File: src/rtl/cpu_pkg.sv
// Shared CPU datapath constants.
package cpu_pkg;

    localparam int unsigned DATA_W = 4;

endpackage

File: src/rtl/four_bit_register_if.sv
// Load/clear/data bundle for the datapath storage register.
interface four_bit_register_if
    import cpu_pkg::*;
#(
    parameter int unsigned WIDTH = DATA_W
);

    logic [WIDTH-1:0] in;
    logic             enable;
    logic             clear;
    logic [WIDTH-1:0] Q;

    modport master (
        output in,
        output enable,
        output clear,
        input  Q
    );

    modport slave (
        input  in,
        input  enable,
        input  clear,
        output Q
    );

endinterface

File: src/rtl/register_bit_cell.sv
// One storage bit: async active-low reset, synchronous clear over load enable.
module register_bit_cell #(
    parameter logic RESET_BIT = 1'b0
) (
    input  logic clk,
    input  logic rst_n,
    input  logic d,
    input  logic en,
    input  logic clr,
    output logic q
);

    logic q_q;
    logic q_d;

    // clear has priority over a load
    always_comb begin
        q_d = q_q;
        if (clr) begin
            q_d = RESET_BIT;
        end else if (en) begin
            q_d = d;
        end
    end

    always_ff @(posedge clk or negedge rst_n) begin
        if (!rst_n) begin
            q_q <= RESET_BIT;
        end else begin
            q_q <= q_d;
        end
    end

    assign q = q_q;

endmodule

File: src/rtl/four_bit_register.sv
// WIDTH-bit datapath storage register built from per-bit cells.
module four_bit_register
    import cpu_pkg::*;
#(
    parameter int unsigned      WIDTH       = DATA_W,
    parameter logic [WIDTH-1:0] RESET_VALUE = '0
) (
    input  logic CLK,
    input  logic RST_N,
    four_bit_register_if.slave bus
);

    logic [WIDTH-1:0] q_vec;

    // each slice takes its own bit of RESET_VALUE
    for (genvar i = 0; i < int'(WIDTH); i++) begin : g_bit
        register_bit_cell #(
            .RESET_BIT (RESET_VALUE[i])
        ) u_cell (
            .clk   (CLK),
            .rst_n (RST_N),
            .d     (bus.in[i]),
            .en    (bus.enable),
            .clr   (bus.clear),
            .q     (q_vec[i])
        );
    end

    assign bus.Q = q_vec;

endmodule

File: src/flat_wrapper.sv
// flat-port wrapper written by rule: the top's interface ports become plain ports
module four_bit_register_flat import cpu_pkg::*;
#(
    parameter int unsigned      WIDTH       = DATA_W,
    parameter logic [WIDTH-1:0] RESET_VALUE = '0
)
  (CLK, RST_N, bus_in, bus_enable, bus_clear, bus_Q);
  four_bit_register_if #(.WIDTH(WIDTH)) bus_i ();
  input  logic CLK;
  input  logic RST_N;
  input wire logic [$bits(bus_i.in)-1:0] bus_in;
  input wire logic [$bits(bus_i.enable)-1:0] bus_enable;
  input wire logic [$bits(bus_i.clear)-1:0] bus_clear;
  output wire logic [$bits(bus_i.Q)-1:0] bus_Q;
  assign bus_i.in = bus_in;
  assign bus_i.enable = bus_enable;
  assign bus_i.clear = bus_clear;
  assign bus_Q = bus_i.Q;
  four_bit_register #(.WIDTH(WIDTH), .RESET_VALUE(RESET_VALUE)) u_core (.CLK(CLK), .RST_N(RST_N), .bus(bus_i));
endmodule
File: config.mk
export PLATFORM = sky130hd
export DESIGN_NAME = four_bit_register_flat
export DESIGN_NICKNAME = d
export VERILOG_FILES = /design/src/rtl/cpu_pkg.sv /design/src/rtl/four_bit_register_if.sv /design/src/rtl/register_bit_cell.sv /design/src/rtl/four_bit_register.sv /design/src/flat_wrapper.sv
export SDC_FILE = /design/constraint.sdc
export NUM_CORES = 1
export LEC_CHECK = 0
export ABC_CLOCK_PERIOD_IN_PS = 1830
export CELL_PAD_IN_SITES_DETAIL_PLACEMENT = 1
export CELL_PAD_IN_SITES_GLOBAL_PLACEMENT = 1
export CORE_AREA = 2 2 39 41
export DETAILED_ROUTE_END_ITERATION = 16
export DIE_AREA = 0 0 41 43
export GPL_TIMING_DRIVEN = 0
export PLACE_DENSITY = 0.55
export SLEW_MARGIN = 30
export SYNTH_ARGS = -nofsm -noshare
export SYNTH_HDL_FRONTEND = slang
export SYNTH_SLANG_ARGS = --single-unit
File: constraint.sdc
create_clock -name CLK -period 1.83 [get_ports CLK]
set_input_delay 0.366 -clock CLK [delete_from_list [all_inputs] [get_ports CLK]]
set_output_delay 0.366 -clock CLK [all_outputs]
set_load 0.03 [all_outputs]
==> flow_summary.json, run 1 <==
{
  "synthAdderAreaFrac_pct": 0,
  "viasPerCell": 3.33,
  "root_buffer": "clkbuf_4",
  "cp_slowest_cell": "clkdlybuf4s50_1",
  "ff2ff_path_depth": 2,
  "tns_ns": 0,
  "worstReg2RegStart": "u_core.g_bit[1].u_cell.q",
  "boundaryPins": 12,
  "ctsHoldBuffers": 0,
  "post-route-period-util_pct": 92.4,
  "drive_gt1_share_pct": 26.7,
  "cts_setup_buffers": 0,
  "cts_tree": "done",
  "relSlewSlack_pct": 79.3,
  "antenna_found_initial": 0,
  "synthesis.nets": 25,
  "cts.sinks": 4,
  "synth_area_um2": 190,
  "worstSetupEndpointType": "primary output",
  "peakVddDrop_mv": 0.136,
  "grt_pass1_vias": 173,
  "synth_xor_area_share_pct": 0,
  "core_area_um2": 1380,
  "timing.fmax_mhz": 592,
  "slowest_delay_ns": 0.65,
  "crit_start": "u_core.g_bit[0].u_cell.q",
  "port_buffers": 10,
  "status": "complete, no violations",
  "p_per_area_nw_per_um2": 774,
  "finalMaxSlewViolations": 0,
  "nFillCells": 160,
  "worst-path-max-fanout": 2,
  "synth_cell_types": 5,
  "rsz0062_at_grt": "false",
  "avgSynthCellArea_um2": 11.2,
  "worst_slack_ns": 0.139,
  "wl_per_cell_um": 8.83,
  "synth_cells": 17,
  "synth-seq-cells": 4,
  "gp_congestion": 0.593,
  "grt_pass1_wl_um": 593,
  "drv_cap": 0,
  "grt_usage_pct": 5.85,
  "synth_top_family_by_area": "multiplexers",
  "rows": 14,
  "firstDrtPassIters": 2,
  "clk_pin_slew_ns": 0.04,
  "skew_ns": 0,
  "numCtsBuffers": 3,
  "synth_compound_area_share_pct": 0,
  "fp.dieW_um": 41,
  "worstPathArrival_ns": 1.32,
  "synth_warnings": 0,
  "final_util_pct": 24.1,
  "synth-simple-area-share_pct": 7.89,
  "max_slew.worst_pin.slew_ns": 0.309,
  "path_cells": "buf_4, clkdlybuf4s50_1",
  "drc_errors": 0,
  "gr-total-overflow": 0,
  "yosysSeqAreaShare_pct": 52.6,
  "stdcell_count": 46,
  "synth.mux.area_fraction_pct": 21.1,
  "syn_to_final_growth_pct": 75.0,
  "post-place-ws_ns": 0.373,
  "cts-resized-gates": 0,
  "startpoint_type": "flip-flop",
  "ant_nets": 0,
  "num_vias": 153,
  "dieHeight_um": 43,
  "nets": 40,
  "start_util_pct": 13.7,
  "initialDrtViolationCount": 2,
  "critPathRequiredTime_ns": 1.46,
  "diodes": 0,
  "die_area_um2": 1760,
  "hold_viol": 0,
  "cellLeakagePower_nw": 0.161,
  "power.total_mw": 0.258,
  "setup.worst_path.class": "flip-flop to primary output",
  "grt_start_max_net_pins": 5,
  "place_inst": 43,
  "clock_latency_ns": 0.23,
  "hold_class": "input port to asynchronous set/reset pin",
  "htree_levels": 1,
  "setup_viol": 0,
  "routed_wl_um": 406,
  "clock_path_buffers": 2,
  "largest_reg_flops": 4,
  "regToRegSetupSlack_ns": 1.15,
  "finalCriticalPeriod_ns": 1.69
}
critical path, delay by kind of cell, from the launching register on:
family	cells	cell delay, ns
flops	1	0.34
buf+inv	2	0.75
cells in the mapped netlist:
cell type,number,area share [%]
mux2i_1,4,21
clkbuf_2,1,2.6
buf_4,4,16
dfrtp_1,4,53
nor2_1,4,7.9
layer usage:
layer  part of all wire, %  GRT usage (%)  vias up
li1                      -              -       78
met1                    39           4.89       63
met2                    41           7.81       12
met3                    19           3.14        0
met4                     0           8.00        0
met5                     0              0        -
final cells by class:
class                   count  area [µm²]  area share (%)
clock buffers               3        22.5            6.77
well taps                  16        20.0            6.02
plain buffers               5        35.0            10.5
flip-flops and latches      4         100            30.1
multi-input cells           8        55.1            16.5
repair buffers             10         100            30.1
where the power goes:
part | leakage (nW) | switching, mW | internal (mW)
registers | 0.0531 | 0.00231 | 0.0939
logic | 0.0937 | 0.0224 | 0.0309
clock network | 0.0138 | 0.0347 | 0.0733
placed cells by master, fill, tap and decap left out, drive strengths merged:
cell type       n
clkdlybuf4s50  10
mux2i           4
nor2            4
buf             4
dfrtp           4
clkbuf          4
cell families after synthesis:
logic type / count (synthesis)
buffers and inverters: 5
DFF: 4
muxes: 4
and+or+nand+nor: 4
metrics by stage:
stage / instance area, µm² / hold slack, ns
after floorplan: 190 / 0.0704
after global placement: 310 / 0.512
after detailed placement: 310 / 0.518
after CTS: 333 / 0.331
after global routing: 333 / 0.350
final: 333 / 0.339
path summary, 6_finish.rpt:
path	end
worst min-delay path	u_core.g_bit[0].u_cell.q
min in group CLK	u_core.g_bit[0].u_cell.q
worst max-delay path	bus_Q[0]
worst max register to register	u_core.g_bit[1].u_cell.q
worst min register to register	u_core.g_bit[3].u_cell.q
max in group asynchronous	u_core.g_bit[1].u_cell.q
No activity file was read; power rests on OpenSTA's default activity.
==> run 2, diff against run 1 <==
--- a/config.mk
+++ b/config.mk
@@ -12,8 +12,9 @@
 export DETAILED_ROUTE_END_ITERATION = 16
 export DIE_AREA = 0 0 41 43
 export GPL_TIMING_DRIVEN = 0
-export PLACE_DENSITY = 0.55
+export PLACE_DENSITY = 0.51
 export SLEW_MARGIN = 30
 export SYNTH_ARGS = -nofsm -noshare
 export SYNTH_HDL_FRONTEND = slang
+export SYNTH_HIERARCHICAL = 1
 export SYNTH_SLANG_ARGS = --single-unit
==> flow_summary.json, run 2 <==
{
  "p_per_area_nw_per_um2": 811,
  "ant_nets": 0,
  "regToRegEndpoint": "u_core/g_bit[0].u_cell/q",
  "grt_start_max_net_pins": 5,
  "worstPathArrival_ns": 1.24,
  "clock_latency_ns": 0.23,
  "grt_pass1_vias": 170,
  "cts_setup_buffers": 0,
  "yosysTopAreaCell": "dfrtp_1",
  "timing.fmax_mhz": 623,
  "core_area_um2": 1380,
  "yosysSeqAreaShare_pct": 64.5,
  "multiInputGateArea_um2": 55.1,
  "power_frac_clock_pct": 42.3,
  "placed_area_um2": 285,
  "place_hpwl_um": 357,
  "critPathRequiredTime_ns": 1.46,
  "ff2ff_path_depth": 2,
  "postSynth.asyncResetShare_pct": 100,
  "drive_gt1_share_pct": 11.5,
  "register_area_um2": 100,
  "worstSetupEndpointType": "primary output",
  "intPower_mw": 0.193,
  "firstDrtPassIters": 1,
  "viasPerCell": 3.40,
  "grt_usage_pct": 5.86,
  "finalMaxSlewViolations": 0,
  "sequentialPowerShare_pct": 38.6,
  "ys_top_cells_by_count": "dfrtp_1, mux2i_1, nor2_1",
  "tns_ns": 0,
  "setup_viol": 0,
  "largest_reg_flops": 4,
  "drc_errors": 0,
  "hold_viol": 0,
  "switchingPower_mw": 0.0561,
  "synth_warnings": 6,
  "final_util_pct": 22.2,
  "p_sw_share_pct": 22.5,
  "numCtsBuffers": 3,
  "gr-total-overflow": 0,
  "initialDrtViolationCount": 0,
  "cp_slowest_cell": "clkdlybuf4s50_1",
  "rsz0062_at_grt": "false",
  "final_cell_area_um2": 308,
  "synthesis.nets": 20,
  "routed_wl_um": 420,
  "crit_start": "u_core/g_bit[1].u_cell/q",
  "post-place-ws_ns": 0.441,
  "die_area_um2": 1760,
  "synth_top_family_by_area": "multiplexers",
  "antenna_found_initial": 0,
  "num_vias": 143,
  "slowest_delay_ns": 0.67,
  "synth-seq-cells": 4,
  "clk_pin_slew_ns": 0.04,
  "nFillCells": 156,
  "rows": 14,
  "path_buf_inv": 1,
  "synth.top_cell.area_share_pct": 64.5,
  "synth_area_um2": 155,
  "finalCriticalPeriod_ns": 1.61,
  "worst_slack_ns": 0.224,
  "worstReg2RegStart": "u_core/g_bit[0].u_cell/q",
  "fp.dieW_um": 41,
  "synth_compound_area_share_pct": 0,
  "worst-path-max-fanout": 2,
  "nets": 36,
  "synth_cells": 12,
  "boundaryPins": 12,
  "synth_edf_count": 0,
  "max_slew.worst_pin.slew_ns": 0.313,
  "cts-resized-gates": 0,
  "skew_ns": 0,
  "synthAdderAreaFrac_pct": 0,
  "path_cells": "clkdlybuf4s50_1",
  "relSlewSlack_pct": 79.1,
  "critical_path.top_delay_family": "buffers and inverters",
  "status": "complete, no violations",
  "wl_per_cell_um": 10.0,
  "synth-simple-area-share_pct": 9.68,
  "combPwrFrac_pct": 19.2,
  "cts.sinks": 4,
  "synth_xor_area_share_pct": 0,
  "cts_tree": "done",
  "dieHeight_um": 43,
  "hold_class": "input port to asynchronous set/reset pin",
  "port_buffers": 11,
  "final_cell_mix": "clkdlybuf4s50_1, mux2i_1, nor2_1, dfrtp_1, clkbuf_4",
  "regToRegSetupSlack_ns": 1.16,
  "ctsHoldBuffers": 0,
  "start_util_pct": 11.2,
  "synth_ff_type": "dfrtp_1",
  "drv_cap": 0,
  "diodes": 0,
  "avgSynthCellArea_um2": 12.9,
  "root_buffer": "clkbuf_4",
  "gp_congestion": 0.491,
  "synthTopCellsByArea": "dfrtp_1, mux2i_1, nor2_1",
  "setup.worst_path.class": "flip-flop to primary output",
  "synth_cell_types": 3,
  "cellLeakagePower_nw": 0.139,
  "htree_levels": 1,
  "layout_commonest_cell": "clkdlybuf4s50_1",
  "clock_path_buffers": 2,
  "synth.mux.area_fraction_pct": 25.8,
  "grt_pass1_wl_um": 614,
  "post-route-period-util_pct": 87.8,
  "syn_to_final_growth_pct": 98.4,
  "peakVddDrop_mv": 0.142,
  "startpoint_type": "flip-flop"
}
run 2: cell type report:
cell class / count / share of cell area (%)
repair buffers: 11 / 35.8
flip-flops and latches: 4 / 32.5
multi-input cells: 8 / 17.9
clock buffers: 3 / 7.32
well taps: 16 / 6.50
run 2: worst max path at each step:
stage                                    end  slack (ns)  cells past startpoint
floorplan                           bus_Q[0]        0.98                      0
detailed placement  u_core/g_bit[0].u_cell/q        0.44                      3
CTS                                 bus_Q[0]        0.21                      1
global route                        bus_Q[1]        0.17                      1
finish                              bus_Q[1]        0.22                      1
global placement                    bus_Q[2]        0.47                      1
run 2: cell families (layout without fill, tap and decap cells):
| kind of cell | count (synthesis) | in the layout |
|---|---|---|
| mux | 4 | 4 |
| flops | 4 | 4 |
| simple gates | 4 | 4 |
| buf+inv | 0 | 14 |
run 2: layer usage:
layer  wire, µm  global-route usage [%]  vias to the layer above
li1           -                       -                       70
met1        125                    3.61                       62
met2        198                    8.44                       11
met3         97                    5.76                        0
met4          0                    6.00                        0
met5          0                       0                        -
run 2: power by group through the flow:
| stage | clock, mW | sequential [mW] | combinational (mW) |
|---|---|---|---|
| 2_1_floorplan | 0 | 0.108 | 0.00748 |
| 4_1_cts | 0.112 | 0.0964 | 0.0486 |
| 6_report | 0.105 | 0.0963 | 0.0478 |
| 5_1_grt | 0.121 | 0.0967 | 0.0511 |
| 3_3_place_gp | 0 | 0.0971 | 0.0478 |
| 3_5_place_dp | 0 | 0.0974 | 0.0485 |
run 2: per-stage QoR:
step	total power, mW	hold WS, ns	instances
finish	0.250	0.337	42
CTS	0.257	0.332	42
floorplan	0.115	0.0704	12
global route	0.269	0.336	42
global placement	0.145	0.505	39
detailed placement	0.146	0.516	39
